`src/rtl/spi_req_sched_pkg.sv`:
```
// Shared constants for the SPI request scheduler: SPI core register map,
// CTRL register bit positions and the scheduler FSM encoding.
package spi_req_sched_pkg;

    localparam logic [4:0] ADR_TX0    = 5'h00;
    localparam logic [4:0] ADR_CTRL   = 5'h10;
    localparam logic [4:0] ADR_DIVIDE = 5'h14;
    localparam logic [4:0] ADR_SS     = 5'h18;

    localparam int CTRL_GO     = 8;
    localparam int CTRL_RX_NEG = 9;
    localparam int CTRL_TX_NEG = 10;
    localparam int CTRL_LSB    = 11;
    localparam int CTRL_IE     = 12;
    localparam int CTRL_ASS    = 13;

    typedef enum logic [2:0] {
        INIT_DIV = 3'd0,
        IDLE     = 3'd1,
        WR_SS    = 3'd2,
        WR_TX    = 3'd3,
        WR_CTRL  = 3'd4,
        WAIT_INT = 3'd5,
        RD_RX    = 3'd6,
        RESP     = 3'd7
    } state_e;

    // CTRL word that starts a transfer; mode is {lsb, tx_negedge, rx_negedge}.
    // Interrupts and automatic slave select are always on.
    function automatic logic [31:0] ctrl_word(input logic [6:0] len, input logic [2:0] mode);
        logic [31:0] w;
        w              = '0;
        w[6:0]         = len;
        w[CTRL_GO]     = 1'b1;
        w[CTRL_RX_NEG] = mode[0];
        w[CTRL_TX_NEG] = mode[1];
        w[CTRL_LSB]    = mode[2];
        w[CTRL_IE]     = 1'b1;
        w[CTRL_ASS]    = 1'b1;
        return w;
    endfunction

endpackage

```
`src/rtl/spi_rr_arb.sv`:
```
// NREQ-way round-robin arbiter. Grant is combinational and one-hot; the
// pointer remembers the last accepted port so the search starts after it.
module spi_rr_arb #(
    parameter int NREQ = 2
) (
    input  logic            wb_clk_in,
    input  logic            wb_rst_in,
    input  logic [NREQ-1:0] req,
    input  logic            accept,
    output logic [NREQ-1:0] grant
);
    localparam int PW = $clog2(NREQ);

    logic [PW-1:0] ptr;
    logic [PW-1:0] grant_idx;

    // Scan ports ptr+1, ptr+2, ... (wrapping); first active requester wins.
    always_comb begin
        int   idx;
        logic found;
        idx       = 0;
        found     = 1'b0;
        grant     = '0;
        grant_idx = ptr;
        for (int k = 1; k <= NREQ; k++) begin
            idx = int'(ptr) + k;
            if (idx >= NREQ) idx = idx - NREQ;
            if (!found && req[PW'(idx)]) begin
                grant[PW'(idx)] = 1'b1;
                grant_idx       = PW'(idx);
                found           = 1'b1;
            end
        end
    end

    // Pointer starts on the last port so port 0 wins first after reset.
    always_ff @(posedge wb_clk_in or posedge wb_rst_in) begin
        if (wb_rst_in)
            ptr <= PW'(NREQ - 1);
        else if (accept && |req)
            ptr <= grant_idx;
    end

endmodule

```
`src/rtl/spi_req_sched.sv`:
```
// Multi-port scheduler that turns per-port SPI transfer requests into a
// Wishbone register sequence on an SPI master core (SS, TX0, CTRL, wait
// for interrupt, read RX0) and returns the received word to the requester.
module spi_req_sched
    import spi_req_sched_pkg::*;
#(
    parameter int          NREQ    = 2,
    parameter logic [15:0] DIVIDER = 16'd4,
    parameter int          TMO_CYC = 65535
) (
    input  logic              wb_clk_in,
    input  logic              wb_rst_in,
    input  logic [NREQ-1:0]   req_valid,
    input  logic [NREQ*8-1:0] req_ss,
    input  logic [NREQ*7-1:0] req_len,
    input  logic [NREQ*3-1:0] req_mode,
    input  logic [NREQ*32-1:0] req_data,
    output logic [NREQ-1:0]   req_ready,
    output logic [NREQ-1:0]   rsp_valid,
    output logic [31:0]       rsp_data,
    output logic              rsp_err,
    output logic              m_cyc,
    output logic              m_stb,
    output logic              m_we,
    output logic [4:0]        m_adr,
    output logic [3:0]        m_sel,
    output logic [31:0]       m_dat_o,
    input  logic [31:0]       m_dat_i,
    input  logic              m_ack,
    input  logic              spi_int
);
    localparam int TW = $clog2(TMO_CYC + 1);

    state_e          state;
    state_e          bus_next;
    logic [NREQ-1:0] gnt;
    logic [NREQ-1:0] gnt_q;
    logic            accept;
    logic [7:0]      ss_q,   sel_ss;
    logic [6:0]      len_q,  sel_len;
    logic [2:0]      mode_q, sel_mode;
    logic [31:0]     tx_q,   sel_data;
    logic [TW-1:0]   tmo_cnt;
    logic [4:0]      bus_adr;
    logic [3:0]      bus_sel;
    logic            bus_we;
    logic [31:0]     bus_dat;

    assign accept    = (state == IDLE) && (|req_valid);
    // Ready is combinational so the requester sees it in the grant cycle itself.
    assign req_ready = (state == IDLE) ? gnt : '0;

    spi_rr_arb #(.NREQ(NREQ)) u_arb (
        .wb_clk_in (wb_clk_in),
        .wb_rst_in (wb_rst_in),
        .req       (req_valid),
        .accept    (accept),
        .grant     (gnt)
    );

    // Pick the granted port's request fields.
    always_comb begin
        sel_ss   = '0;
        sel_len  = '0;
        sel_mode = '0;
        sel_data = '0;
        for (int p = 0; p < NREQ; p++) begin
            if (gnt[p]) begin
                sel_ss   = req_ss[p*8 +: 8];
                sel_len  = req_len[p*7 +: 7];
                sel_mode = req_mode[p*3 +: 3];
                sel_data = req_data[p*32 +: 32];
            end
        end
    end

    // Bus access parameters and follow-on state for each bus-owning state.
    always_comb begin
        bus_adr  = ADR_TX0;
        bus_sel  = 4'b1111;
        bus_we   = 1'b1;
        bus_dat  = '0;
        bus_next = IDLE;
        case (state)
            INIT_DIV: begin
                bus_adr  = ADR_DIVIDE;
                bus_sel  = 4'b0011;
                bus_dat  = {16'h0000, DIVIDER};
                bus_next = IDLE;
            end
            WR_SS: begin
                bus_adr  = ADR_SS;
                bus_sel  = 4'b0001;
                bus_dat  = {24'h000000, ss_q};
                bus_next = WR_TX;
            end
            WR_TX: begin
                bus_dat  = tx_q;
                bus_next = WR_CTRL;
            end
            WR_CTRL: begin
                bus_adr  = ADR_CTRL;
                bus_sel  = 4'b0011;
                bus_dat  = ctrl_word(len_q, mode_q);
                bus_next = WAIT_INT;
            end
            RD_RX: begin
                bus_we   = 1'b0;
                bus_next = RESP;
            end
            default: ;
        endcase
    end

    // Main FSM: grant, run the Wishbone sequence, wait for the core, respond.
    // A bus access raises the strobes for one state visit and drops them on
    // ack, which leaves one idle bus cycle before the next access.
    always_ff @(posedge wb_clk_in or posedge wb_rst_in) begin
        if (wb_rst_in) begin
            state     <= INIT_DIV;
            m_cyc     <= 1'b0;
            m_stb     <= 1'b0;
            m_we      <= 1'b0;
            m_adr     <= '0;
            m_sel     <= '0;
            m_dat_o   <= '0;
            rsp_valid <= '0;
            rsp_err   <= 1'b0;
            rsp_data  <= '0;
            tmo_cnt   <= '0;
            gnt_q     <= '0;
            ss_q      <= '0;
            len_q     <= '0;
            mode_q    <= '0;
            tx_q      <= '0;
        end else begin
            rsp_valid <= '0;
            case (state)
                IDLE: begin
                    if (accept) begin
                        gnt_q  <= gnt;
                        ss_q   <= sel_ss;
                        len_q  <= sel_len;
                        mode_q <= sel_mode;
                        tx_q   <= sel_data;
                        state  <= WR_SS;
                    end
                end
                WAIT_INT: begin
                    if (spi_int) begin
                        state <= RD_RX;
                    end else if (tmo_cnt == '0) begin
                        rsp_err   <= 1'b1;
                        rsp_data  <= '0;
                        rsp_valid <= gnt_q;
                        state     <= RESP;
                    end else begin
                        tmo_cnt <= tmo_cnt - 1'b1;
                    end
                end
                RESP: state <= IDLE;
                default: begin
                    if (!m_cyc) begin
                        m_cyc   <= 1'b1;
                        m_stb   <= 1'b1;
                        m_we    <= bus_we;
                        m_adr   <= bus_adr;
                        m_sel   <= bus_sel;
                        m_dat_o <= bus_dat;
                    end else if (m_ack) begin
                        m_cyc   <= 1'b0;
                        m_stb   <= 1'b0;
                        m_we    <= 1'b0;
                        m_adr   <= '0;
                        m_sel   <= '0;
                        m_dat_o <= '0;
                        state   <= bus_next;
                        if (state == WR_CTRL)
                            tmo_cnt <= TW'(TMO_CYC);
                        if (state == RD_RX) begin
                            rsp_data  <= m_dat_i;
                            rsp_err   <= 1'b0;
                            rsp_valid <= gnt_q;
                        end
                    end
                end
            endcase
        end
    end

endmodule

```
`config.mk`:
```
export PLATFORM = sky130hd
export DESIGN_NAME = spi_req_sched
export DESIGN_NICKNAME = d
export VERILOG_FILES = /design/src/rtl/spi_req_sched_pkg.sv /design/src/rtl/spi_rr_arb.sv /design/src/rtl/spi_req_sched.sv
export SDC_FILE = /design/constraint.sdc
export NUM_CORES = 1
export LEC_CHECK = 0
export BUFFER_PORTS_ARGS = -buffer_cell sky130_fd_sc_hd__clkbuf_2
export CORE_AREA = 2 2 107 109
export CTS_BUF_LIST = sky130_fd_sc_hd__clkbuf_8
export CTS_CLUSTER_DIAMETER = 200
export DETAILED_ROUTE_END_ITERATION = 7
export DIE_AREA = 0 0 109 111
export PLACE_DENSITY = 0.87
export SETUP_SLACK_MARGIN = 0.3
export SYNTH_ARGS = -nofsm -noshare
export SYNTH_HDL_FRONTEND = slang
export SYNTH_SLANG_ARGS = --single-unit
```
`constraint.sdc`:
```
create_clock -name wb_clk_in -period 10.5 [get_ports wb_clk_in]
set_input_delay 1.05 -clock wb_clk_in [delete_from_list [all_inputs] [get_ports wb_clk_in]]
set_output_delay 1.05 -clock wb_clk_in [all_outputs]
set_load 0.02 [all_outputs]
```
# Word level (Yosys, flattened, before mapping)
# Index checks and enable logic that the tools add are counted.
op_classes:
  mux: 70
  n_bitwise: 3
  n_reduce_logical: 25
  addsub: 5
  eq_ne: 13
  magnitude_cmp: 6
ops:
  columns: ["operator", "count"]
  rows:
  - ["$mux W32", 9]
  - ["$pmux W32 S4", 1]
  - ["$mux W16", 5]
  - ["$pmux W32 S2", 1]
  - ["$pmux W16 S2", 1]
  - ["$mux W1", 22]
  - ["$mux W3", 7]
  - ["$logic_not A16 Y1", 1]
  - ["$mux W2", 8]
  - ["$mux W8", 2]
  - ["$sub A16 B1 Y16 const B", 1]
  - ["$pmux W5 S3", 1]
  - ["$mux W7", 2]
  - ["$eq A3 B3 Y1 const B", 4]
  - ["$pmux W3 S4", 1]
  - ["$reduce_and A6 Y1", 2]
  - ["$mux W5", 2]
  - ["$reduce_bool A2 Y1", 5]
  - ["$pmux W3 S3", 1]
  - ["$mux W4", 2]
  - ["$pmux W4 S2", 1]
  - ["$reduce_bool A4 Y1", 2]
  - ["$eq A3 B2 Y1 const B", 2]
  - ["$lt A1 B3 Y1 const B", 2]
  - ["other kinds (22)", 37]
totals:
  output_inout_bits: 81
  ff_bits: 151
  word_cells: 139
  inputBits: 138

# Longest topological paths before layout
# Gate-level depths: netlist (run 1).
depth:
  word_depth: 12
  mapped_depth: 8
  mapped_depth_nobuf: 7

# Cells and area by module
# From an unflattened synthesis (run 1), not the netlist that was laid out.
unflattened:
  hier_cells: 541
  hier_area_um2: 6401.1
modules_own_cells:
  columns: ["module", "seq_area_each_um2", "cells_per_inst", "n_inst", "area_per_inst_um2"]
  rows:
  - ["spi_req_sched", 3653.5, 534, 1, 6339.8]
  - ["spi_rr_arb", 26.3, 7, 1, 61.3]

# Worst setup path before layout (run 1)
# No wires, ideal clock.
synth_timing:
  path_kind: "input to output"
  from: "in req_valid[0]"
  to: "out req_ready[0]"
  n_path_buf: 2
  cell_stages: 3
  required_time_ns: 9.450
  path_slack_ns: 7.672
  t_arrival_ns: 1.778
  cell_sequence: "and3_1 -> clkbuf_1 -> clkbuf_1"
synth_between:
  elab_chain_cells: 7
  elab_cells_between_ends: 11
  classes_between: "mux (8); bitwise (1); reduce/logical (2)"
synth_rtl:
  columns: ["element", "line_no", "source"]
  rows:
  - ["start, declared", "spi_req_sched.sv:13", "input logic [NREQ-1:0] req_valid,"]
  - ["$mux W1 (implied by the code) (2 in series)", "spi_rr_arb.sv:28", "if (!found && req[PW'(idx)]) begin"]
  - ["$mux W1", "spi_rr_arb.sv:28", null]
  - ["$logic_not A1 Y1", "spi_rr_arb.sv:28", null]
  - ["$logic_and A1 B1 Y1", "spi_rr_arb.sv:28", null]
  - ["$mux W2 (*)", "spi_rr_arb.sv:28", null]
  - ["$mux W2 (*)", "spi_req_sched.sv:51", "assign req_ready = (state == IDLE) ? gnt : '0;"]
  - ["end, declared", "spi_req_sched.sv:18", "output logic [NREQ-1:0] req_ready,"]
# Mark *: on every way between the ends. The rest lies on a longest branch, timed or not. The select of a mux whose other input is x is not followed.

# Worst setup path after layout (run 1)
layout_timing:
  from: "reg state[0]"
  to: "out req_ready[0]"
layout_between:
  elab_chain_cells: 2
layout_rtl:
  columns: ["element", "line_no", "source"]
  rows:
  - ["start, declared", "spi_req_sched.sv:34", "state_e state;"]
  - ["start signal, assigned", "spi_req_sched.sv:177", "state <= bus_next;"]
  - ["$eq A3 B1 Y1", "spi_req_sched.sv:51", null]
  - ["$mux W2", "spi_req_sched.sv:51", null]
# No other way between the ends.

==> reports/metrics.cfg, run 1 <==
[logic_synthesis]
synth_top_family_by_area = compound AO/OA/AOI/OAI gates
ys_ff_latch = 146
synth_edf_count = 0
yosys_warnings = 0
synthXorXnorAreaFrac_pct = 1.186
synth_compound_area_share_pct = 22.80
synth_mux_area_share_pct = 1.524
synthArstFlopShare_pct = 100.0
ys_seq_area_share_pct = 61.85
synth_ff_type = dfrtp_1
syn-cell-area_sq_um = 5909
synth-simple-area-share_pct = 8.766
synthAdderAreaFrac_pct = 0.4235
synth.avg_cell_area_sq_um = 12.23
synthCells = 483
ys_types = 50

[layout]
antenna_cells = 0
final-instance-count-excl-fill = 796
nNetsFinal = 780
layout-drive-gt1-share_pct = 32.47
areaGrowthSynthToFinish_pct = 22.32

[route]
vias_per_cell = 5.755
drtIter0Drc = 294
wl_met2_um = 6643
drt_first_pass_iters = 5
wirelength_um = 13740
wl_met3_um = 1131
antenna_left = 0
wl_met1_um = 5636
vias = 4581
remaining_drc_errors = 0
post_drt_wl_per_cell_um = 17.26
highest_layer = met5

[clocking]
clock_path_buffers = 2
cts_tree = built
clk_latency_ns = 0.44
clock-sinks = 146
post-cts-setup-buffer-count = 0
cts_buffers = 17
root_buffer = clkbuf_8
holdBufCountCts = 0
htreeDepth = 4
cts_resized = 0
path_clk_slew_ns = 0.08

[power_and_ir_drop]
power_density_nw_per_um2 = 285.6
p_seq_share_pct = 45.1
combinationalPowerShare_pct = 34.3
finalPower_mw = 2.064
cellLeakagePower_nw = 3.641
power_switching_mw = 0.7869
vdd_ir_drop_max_v = 0.0001372
intPower_mw = 1.277
p_sw_share_pct = 38.12
clockPowerShare_pct = 20.6

[timing]
hold_violations = 0
setup_tns_ns = 0
rsz0062_at_grt = false
fmax_mhz = 242.1
finClkSkew_ns = 0.01509
worst_slew_pin_slew_ns = 1.232
slew_violations = 0
period_share_pct = 39.34
setup_violations = 0
slew_headroom_pct = 17.26
period_needed_ns = 4.131
setup_ws_ns = 6.369

[critical_path]
crit_type = reg -> out
required_ns = 9.45
worstPathArrival_ns = 3.08
startpoint_type = flop
worst_setup_path_end_kind = primary output
cp_max_fo = 52

[global_route]
gr-total-overflow = 0
antenna_found_initial = 1
grt_first_pass_wirelength_um = 21800
grt_pass1_vias = 4443
grt_max_degree = 89
grt_usage_pct = 23.36

[place]
dp_slack_ns = 6.835
routabilityCongestion = 0.8862
dp.cells = 764
hpwl_um = 9130
port_buffers = 165

[flow_run]
maxCapViolCount = 0

[run_status]
status = complete, no violations

[die]
core-area_sq_um = 11080
die_area_sq_um = 12100
fp.dieW_um = 109
dieHeight_um = 111
ios = 219
rows = 39
start_util_pct = 53.35

[worst_hold_path]
hold_path.class = reg -> reg

[through the flow]
| step | util [%] | instance area (sq um) | hold slack, ns |
|---|---|---|---|
| final | 65.25 | 7228 | 0.4724 |
| after CTS | 65.25 | 7228 | 0.4806 |
| after detailed placement | 61.75 | 6840 | 0.4620 |
| after floorplan | - | 5921 | 0.4419 |
| after global placement | 61.75 | 6840 | 0.4559 |
| after global routing | 65.25 | 7228 | 0.5159 |
[sequential cells by signal, indices dropped and copies added, names as in the netlist, 2 cells and up]
register	count
state	3
mode_q	3
len_q	7
m_adr	3
ss_q	8
m_dat_o	32
tmo_cnt	16
rsp_data	32
rsp_valid	2
m_sel	3
tx_q	32
[kinds of logic after synthesis]
kind of cell             Yosys count
AND/OR/NAND/NOR                  100
flip-flops                       146
XOR/XNOR                           8
AO/OA/AOI/OAI                    170
buffers and inverters             47
other                              1
adder cells (fa/ha/maj)            2
multiplexers                       9
[power by group through the flow]
stage,logic (mW),registers (mW),clock network [mW]
after floorplan,0.407,1.00,0
after global placement,0.690,0.921,0
after detailed placement,0.713,0.934,0
after CTS,0.716,0.928,0.434
after global routing,0.773,0.957,0.463
final,0.708,0.931,0.425
[cell usage after synthesis, drive strengths merged, types with 4 or more instances]
cell type	n	area [sq um]
a22o	109	954.7
buf	11	65.07
nand3	5	25.02
xor2	4	35.03
a22oi	6	45.04
mux2i	9	90.09
and3	4	25.02
o21ai	21	108.9
nor4	8	65.06
nand2	33	123.9
dfrtp	145	3628
or4	4	33.78
a21oi	12	60.06
xnor2	4	35.03
clkbuf	26	97.59
nor3	10	55.05
o31ai	5	37.54
nor2	17	63.81
inv	10	37.54
[final cells by class]
cell class              instances  area (sq um)
clock buffers                  18         247.7
multi-input cells             293          2086
repair buffers                172         878.3
fillers                       844          3849
flip-flops and latches        146          3655
clock inverters                14         140.1
well taps                     143         178.9
inverters                      10         42.54
[path summary, 6_finish.rpt]
| path | from | endpoint | slack, ns | cells after the start |
|---|---|---|---|---|
| setup reg to reg | m_cyc | rsp_data[30] | 7.39 | 6 |
| hold reg to reg | gnt_q[0] | gnt_q[0] | 0.47 | 1 |
| hold / removal | gnt_q[0] | gnt_q[0] | 0.47 | 1 |
| setup / recovery | state[0] | req_ready[0] | 6.37 | 5 |
| min in group asynchronous | wb_rst_in | rsp_data[23] | 0.66 | 2 |
| max in group asynchronous | wb_rst_in | m_dat_o[11] | 8.39 | 3 |
[layout by cell type (no fill, tap or decap), types with 4 or more instances in the layout]
| cell | instances |
|---|---|
| clkbuf_2 | 165 |
| dfrtp_1 | 145 |
| a22o_1 | 109 |
| nand2_1 | 33 |
| o21ai_0 | 19 |
| clkbuf_8 | 18 |
| nor2_1 | 16 |
| inv_1 | 12 |
| a21oi_1 | 12 |
| mux2i_1 | 9 |
| nor3_1 | 8 |
| nor4_1 | 7 |
| buf_4 | 7 |
| a22oi_1 | 6 |
| o31ai_1 | 5 |
| nand3_1 | 5 |
| clkinvlp_4 | 5 |
| xnor2_1 | 4 |
| xor2_1 | 4 |
| conb_1 | 4 |
[critical path: stages (launching register included)]
cell	delay, ns
dfrtp_1	0.33
buf_4	0.32
inv_1	0.20
nor3_1	0.53
and3_2	0.95
clkbuf_2	0.31
[layer usage]
metal  GRT usage (%)  vias to the layer above
met2           37.27                      215
li1                -                     2123
met3           7.113                       27
met4           10.09                        2
met5               0                        -
met1           29.30                     2214
(Power assumes the default switching activity.)
==> inputs of run 2 (changes only) <==
- ABC_AREA: unset -> 1
- CORE_AREA: 2 2 107 109 -> 2 2 115 117
- DIE_AREA: 0 0 109 111 -> 0 0 117 119
- PLACE_DENSITY: 0.87 -> 0.81
- clock period: 10.5 -> 3.85 ns (I/O delays scaled with it)
==> run 2 against run 1 <==
Sequential cell count did not move. Worst hold slack got worse by 0.35 ns. Wire length rose by 10%. Final cell count rose by 39%. Global-route usage fell by 0.60 points. Combinational power rose to 3.3 times the previous value. Sequential power rose to 2.7 times the previous value. Core utilization fell by 5.1 points. Register-to-register slack got worse by 6.1 ns. Critical endpoint unchanged.
==> reports/metrics.cfg, run 2 <==
[run_status]
status = complete, no violations

[power_and_ir_drop]
power_switching_mw = 2.576
intPower_mw = 3.519
p_seq_share_pct = 42.1
vdd_ir_drop_max_v = 0.0004544
clockPowerShare_pct = 20.1
combinationalPowerShare_pct = 37.8
power_density_nw_per_um2 = 786.9
p_sw_share_pct = 42.27
cellLeakagePower_nw = 4.120

[critical_path]
required_ns = 3.46
worstPathArrival_ns = 2.20
reg2reg_depth = 7
worst_setup_path_end_kind = primary output
reg2reg_slack_ns = 1.28
startpoint_type = flop
r2r-start = state[0]
crit_type = reg -> out
cp_max_fo = 26
reg2reg_to = rsp_data[16]

[logic_synthesis]
synth_area_leaders = dfrtp_1 56%, nand2_1 15%, nand3_1 5.8%
yosys_warnings = 0
synthArstFlopShare_pct = 100.0
synth.avg_cell_area_sq_um = 8.433
ys_ff_latch = 146
synth_most_common_cell = nand2_1
synthCells = 762
ys_top_cells_by_count = 260 x nand2_1, 145 x dfrtp_1, 75 x nand3_1, 71 x inv_1, 49 x o21ai_0
syn-cell-area_sq_um = 6426
yosysTopAreaCell = dfrtp_1
synth_top_area_share_pct = 56.46
ys_types = 34
synth_ff_type = dfrtp_1
synth_edf_count = 0
ys_seq_area_share_pct = 56.87

[layout]
nNetsFinal = 1057
layout-drive-gt1-share_pct = 23.98
post-route-util_pct = 60.16
layout_commonest_cell = nand2_1
final_cell_mix = 260 x nand2_1, 165 x clkbuf_2, 145 x dfrtp_1, 75 x nand3_1, 71 x inv_1
areaGrowthSynthToFinish_pct = 20.52
reg_top3 = m_dat_o x32, rsp_data x32, tx_q x32
antenna_cells = 0

[route]
drt_first_pass_iters = 5
antenna_left = 0
post_drt_wl_per_cell_um = 13.66
wirelength_um = 15110
vias_per_cell = 5.061
remaining_drc_errors = 0
vias = 5597
drtIter0Drc = 445

[global_route]
antenna_found_initial = 1
grt_max_degree = 94
grt_usage_pct = 22.76
gr-total-overflow = 0
grt_first_pass_wirelength_um = 25030
grt_pass1_vias = 5171

[clocking]
holdBufCountCts = 1
post-cts-setup-buffer-count = 0
clock_path_buffers = 2
htreeDepth = 4
cts_resized = 0
clock-sinks = 146
cts_buffers = 17
cts_tree = built
path_clk_slew_ns = 0.08
clk_latency_ns = 0.45
root_buffer = clkbuf_8

[timing]
setup_violations = 0
setup_tns_ns = 0
period_needed_ns = 2.588
finClkSkew_ns = 0.01358
rsz0062_at_grt = false
slew_headroom_pct = 38.62
fmax_mhz = 386.3
worst_slew_pin_slew_ns = 0.9185
period_share_pct = 67.23
slew_violations = 0
hold_violations = 0

[die]
dieHeight_um = 119
ios = 219
core-area_sq_um = 12870
rows = 42
start_util_pct = 49.91
fp.dieW_um = 117
die_area_sq_um = 13920

[worst_hold_path]
hold_end = ss_q[5]
hp-start = req_ss[5]
min_path_cells = 3
hold_path.class = in -> reg

[place]
port_buffers = 165
hpwl_um = 10250
routabilityCongestion = 0.8840

[flow_run]
maxCapViolCount = 0

-- run 2: cell count changes in the layout (fill, tap and decap cells not counted), sizes merged, moves of 22 or more --
cell   delta
inv      +69
nand3    +72
nor2     +22
o21ai    +60
nand2   +231
a22o    -105
-- run 2: worst max-delay path by stage --
stage,endpoint,start,slack [ns]
after global placement,rsp_data[8],state[0],1.31
after CTS,rsp_data[16],state[0],1.26
after global routing,rsp_data[16],state[0],1.0
after detailed placement,rsp_data[16],state[0],1.28
after floorplan,gnt_q[0],wb_rst_in,1.63
final,req_ready[0],state[0],1.26
-- run 2: final cells by class --
| type | instances | area (sq um) |
|---|---|---|
| inverters | 78 | 296.5 |
| repair buffers | 172 | 893.4 |
| well taps | 176 | 220.2 |
| multi-input cells | 502 | 2272 |
| clock buffers | 19 | 261.5 |
| flip-flops and latches | 146 | 3655 |
| fillers | 1150 | 5130 |
| clock inverters | 13 | 146.4 |
-- run 2: per-layer routing --
| layer | global-route usage (%) | up-vias | share of wire, % |
|---|---|---|---|
| met1 | 31.28 | 2635 | 45 |
| met5 | 0 | - | 0.073 |
| met3 | 6.005 | 29 | 7.1 |
| li1 | - | 2723 | - |
| met4 | 9.338 | 2 | 2.0 |
| met2 | 34.36 | 208 | 46 |
-- run 2: critical path: stages (launching register included) --
cell      delay (ns)
dfrtp_1         0.53
nand2_2         0.16
inv_2           0.12
nand3b_4        0.14
inv_2           0.09
nand3_1         0.09
inv_2           0.36
clkbuf_2        0.25
-- run 2: through the flow --
stage / power [mW] / hold WS (ns) / setup slack, ns / cells / cell area [sq um]
6_report: 6.095 / 0.1241 / 1.262 / 1106 / 7745
4_1_cts: 6.123 / 0.1034 / 1.255 / 1106 / 7745
3_5_place_dp: 4.884 / 0.4565 / 1.278 / 1073 / 7327
2_1_floorplan: 4.199 / 0.4491 / 1.633 / 765 / 6441
3_3_place_gp: 4.799 / 0.4628 / 1.311 / 1073 / 7327
5_1_grt: 6.555 / 0.1103 / 0.9996 / 1106 / 7745
-- run 2: kinds of logic (layout without fill, tap and decap cells) --
family | count (synthesis) | after routing | share of synthesized area (%)
buf+inv | 117 | 282 | 7.944
compound gates | 109 | 109 | 9.248
fa+ha+maj | 2 | 2 | 0.3893
other cells | 1 | 4 | 0.05836
simple gates | 386 | 386 | 25.35
xor+xnor | 1 | 1 | 0.1363
flops | 146 | 146 | 56.87
-- run 2: power by group through the flow --
stage          logic, mW  clock network, mW  registers [mW]
2_1_floorplan       1.40                  0            2.80
3_3_place_gp        2.24                  0            2.56
3_5_place_dp        2.31                  0            2.58
4_1_cts             2.32               1.25            2.56
5_1_grt             2.60               1.32            2.63
6_report            2.31               1.22            2.56
==> inputs of run 3 (changes only) <==
- clock period: 3.85 -> 2.4 ns (I/O delays scaled with it)
==> run 3 against run 2 <==
Sequential power rose by 60%. Die area did not move. Setup slack got worse by 0.85 ns. Critical path depth rose by 1. Clock skew rose by 0.0014 ns. Power rose by 66%. Sequential cell count did not move. Combinational power rose by 74%. Clock power rose by 62%. Cell area rose by 11%. First-iteration DRC count rose by 36%. Largest cell class unchanged. Largest power group unchanged.
==> reports/metrics.cfg, run 3 (same netlist as run 2, synthesis figures left out) <==
[run_status]
status = complete, no violations

[route]
vias = 6017
drt_first_pass_iters = 5
antenna_left = 0
drtIter0Drc = 604
wirelength_um = 17370
post_drt_wl_per_cell_um = 14.57
remaining_drc_errors = 0
vias_per_cell = 5.048

[critical_path]
required_ns = 2.16
cp_max_fo = 8
worstPathCellList = inv_2, nand2_2, inv_2, nand3b_4, inv_2, nand3_2, inv_4, clkbuf_2
reg2reg_to = len_q[1]
slowest_stage = dfrtp_2
cp_common_cell = inv_2
reg2reg_depth = 11
worstPathArrival_ns = 1.75
startpoint_type = flop
crit_type = reg -> out
worst_setup_path_end_kind = primary output
slowest_delay_ns = 0.46
reg2reg_slack_ns = 0.60
r2r-start = state[1]

[layout]
final_cell_mix = 260 x nand2_1, 165 x clkbuf_2, 143 x dfrtp_1, 75 x dlygate4sd3_1, 74 x nand3_1
stdcell_area_sq_um = 8613
final-instance-count-excl-fill = 1192
nNetsFinal = 1143
layout-drive-gt1-share_pct = 23.52
antenna_cells = 0
areaGrowthSynthToFinish_pct = 34.03
reg_top3 = m_dat_o x32, rsp_data x32, tx_q x32
layout_commonest_cell = nand2_1
post-route-util_pct = 66.90

[timing]
rsz0062_at_grt = false
setup_tns_ns = 0
fmax_mhz = 503.0
slew_headroom_pct = 61.62
finClkSkew_ns = 0.01497
period_share_pct = 82.84
setup_violations = 0
hold_violations = 0
worst_slew_pin_slew_ns = 0.5748
slew_violations = 0
period_needed_ns = 1.988
setup_ws_ns = 0.4118

[global_route]
grt_usage_pct = 26.18
grt_max_degree = 106
grt_first_pass_wirelength_um = 28260
gr-total-overflow = 0
grt_pass1_vias = 5892
antenna_found_initial = 0

[die]
ios = 219
die_area_sq_um = 13920
rows = 42
core-area_sq_um = 12870
dieHeight_um = 119
fp.dieW_um = 117
start_util_pct = 49.91

[flow_run]
maxCapViolCount = 0

[clocking]
clk_latency_ns = 0.45
root_buffer = clkbuf_8
clock-sinks = 146
htreeDepth = 4
path_clk_slew_ns = 0.09
cts_buffers = 17
clock_path_buffers = 2
cts_tree = built

[place]
dp.cells = 1082
port_buffers = 165
routabilityCongestion = 0.9279
hpwl_um = 10230
dp_slack_ns = 0.6314
placed_area_sq_um = 7420

[power_and_ir_drop]
vdd_ir_drop_max_v = 0.0007543
cellLeakagePower_nw = 4.483
power_density_nw_per_um2 = 1175

[worst_hold_path]
min_path_cells = 3
hp-start = req_data[24]
hold_end = tx_q[24]
hold_path.class = in -> reg

==> run 3: per-layer routing <==
layer / wire, um / part of all wire (%) / global-route usage [%] / vias to the layer above
met5: 0 / 0 / 0 / -
met4: 615 / 3.5 / 14.49 / 0
met3: 1094 / 6.3 / 5.852 / 52
met2: 8419 / 48 / 41.11 / 246
met1: 7240 / 42 / 33.45 / 2823
li1: - / - / - / 2896
==> run 3: final cells by class <==
class	count	area, sq um
tap	176	220.2
clock inverter	13	148.9
multi-input combinational	502	2277
inverter	78	299.0
sequential	146	3657
clock buffer	19	261.5
fill	972	4262
timing repair buffer	258	1749
==> run 3: stage by stage <==
stage | power, mW | hold slack [ns]
floorplan | 6.736 | 0.3496
global placement | 7.816 | 0.4365
detailed placement | 7.940 | 0.4405
CTS | 10.03 | 0.0002402
global route | 10.85 | 0.001883
finish | 10.12 | 0.02266
==> run 3: power by group <==
| group | leakage (nW) | switching [mW] | internal (mW) |
|---|---|---|---|
| combinational | 2.36 | 2.65 | 1.38 |
| sequential | 1.92 | 0.627 | 3.48 |
| clock | 0.199 | 0.990 | 0.994 |
==> run 3: worst max-delay path: cells and delay by family (launching register included) <==
kind / cells / cell delay [ns]
buffers and inverters: 5 / 0.52
DFF: 1 / 0.46
and+or+nand+nor: 3 / 0.31
==> run 3: how the worst max path moves through the flow <==
stage               startpoint      endpoint  slack [ns]
floorplan            wb_rst_in      gnt_q[0]        0.33
global placement      state[2]   rsp_data[0]        0.65
detailed placement    state[0]       ss_q[2]        0.63
CTS                   state[1]  req_ready[0]        0.33
global route          state[1]  req_ready[0]        0.30
finish                state[1]  req_ready[0]        0.41
==> run 3: timing repair <==
item | CTS | global route
pin swaps | 0 | 0
gates cloned | 0 | 0
resized for setup | 4 | 1
setup endpoints to repair | 1 | 1
endpoints found under the hold margin | 219 | 0
hold buffers | 75 | 0
setup buffers | 1 | 2
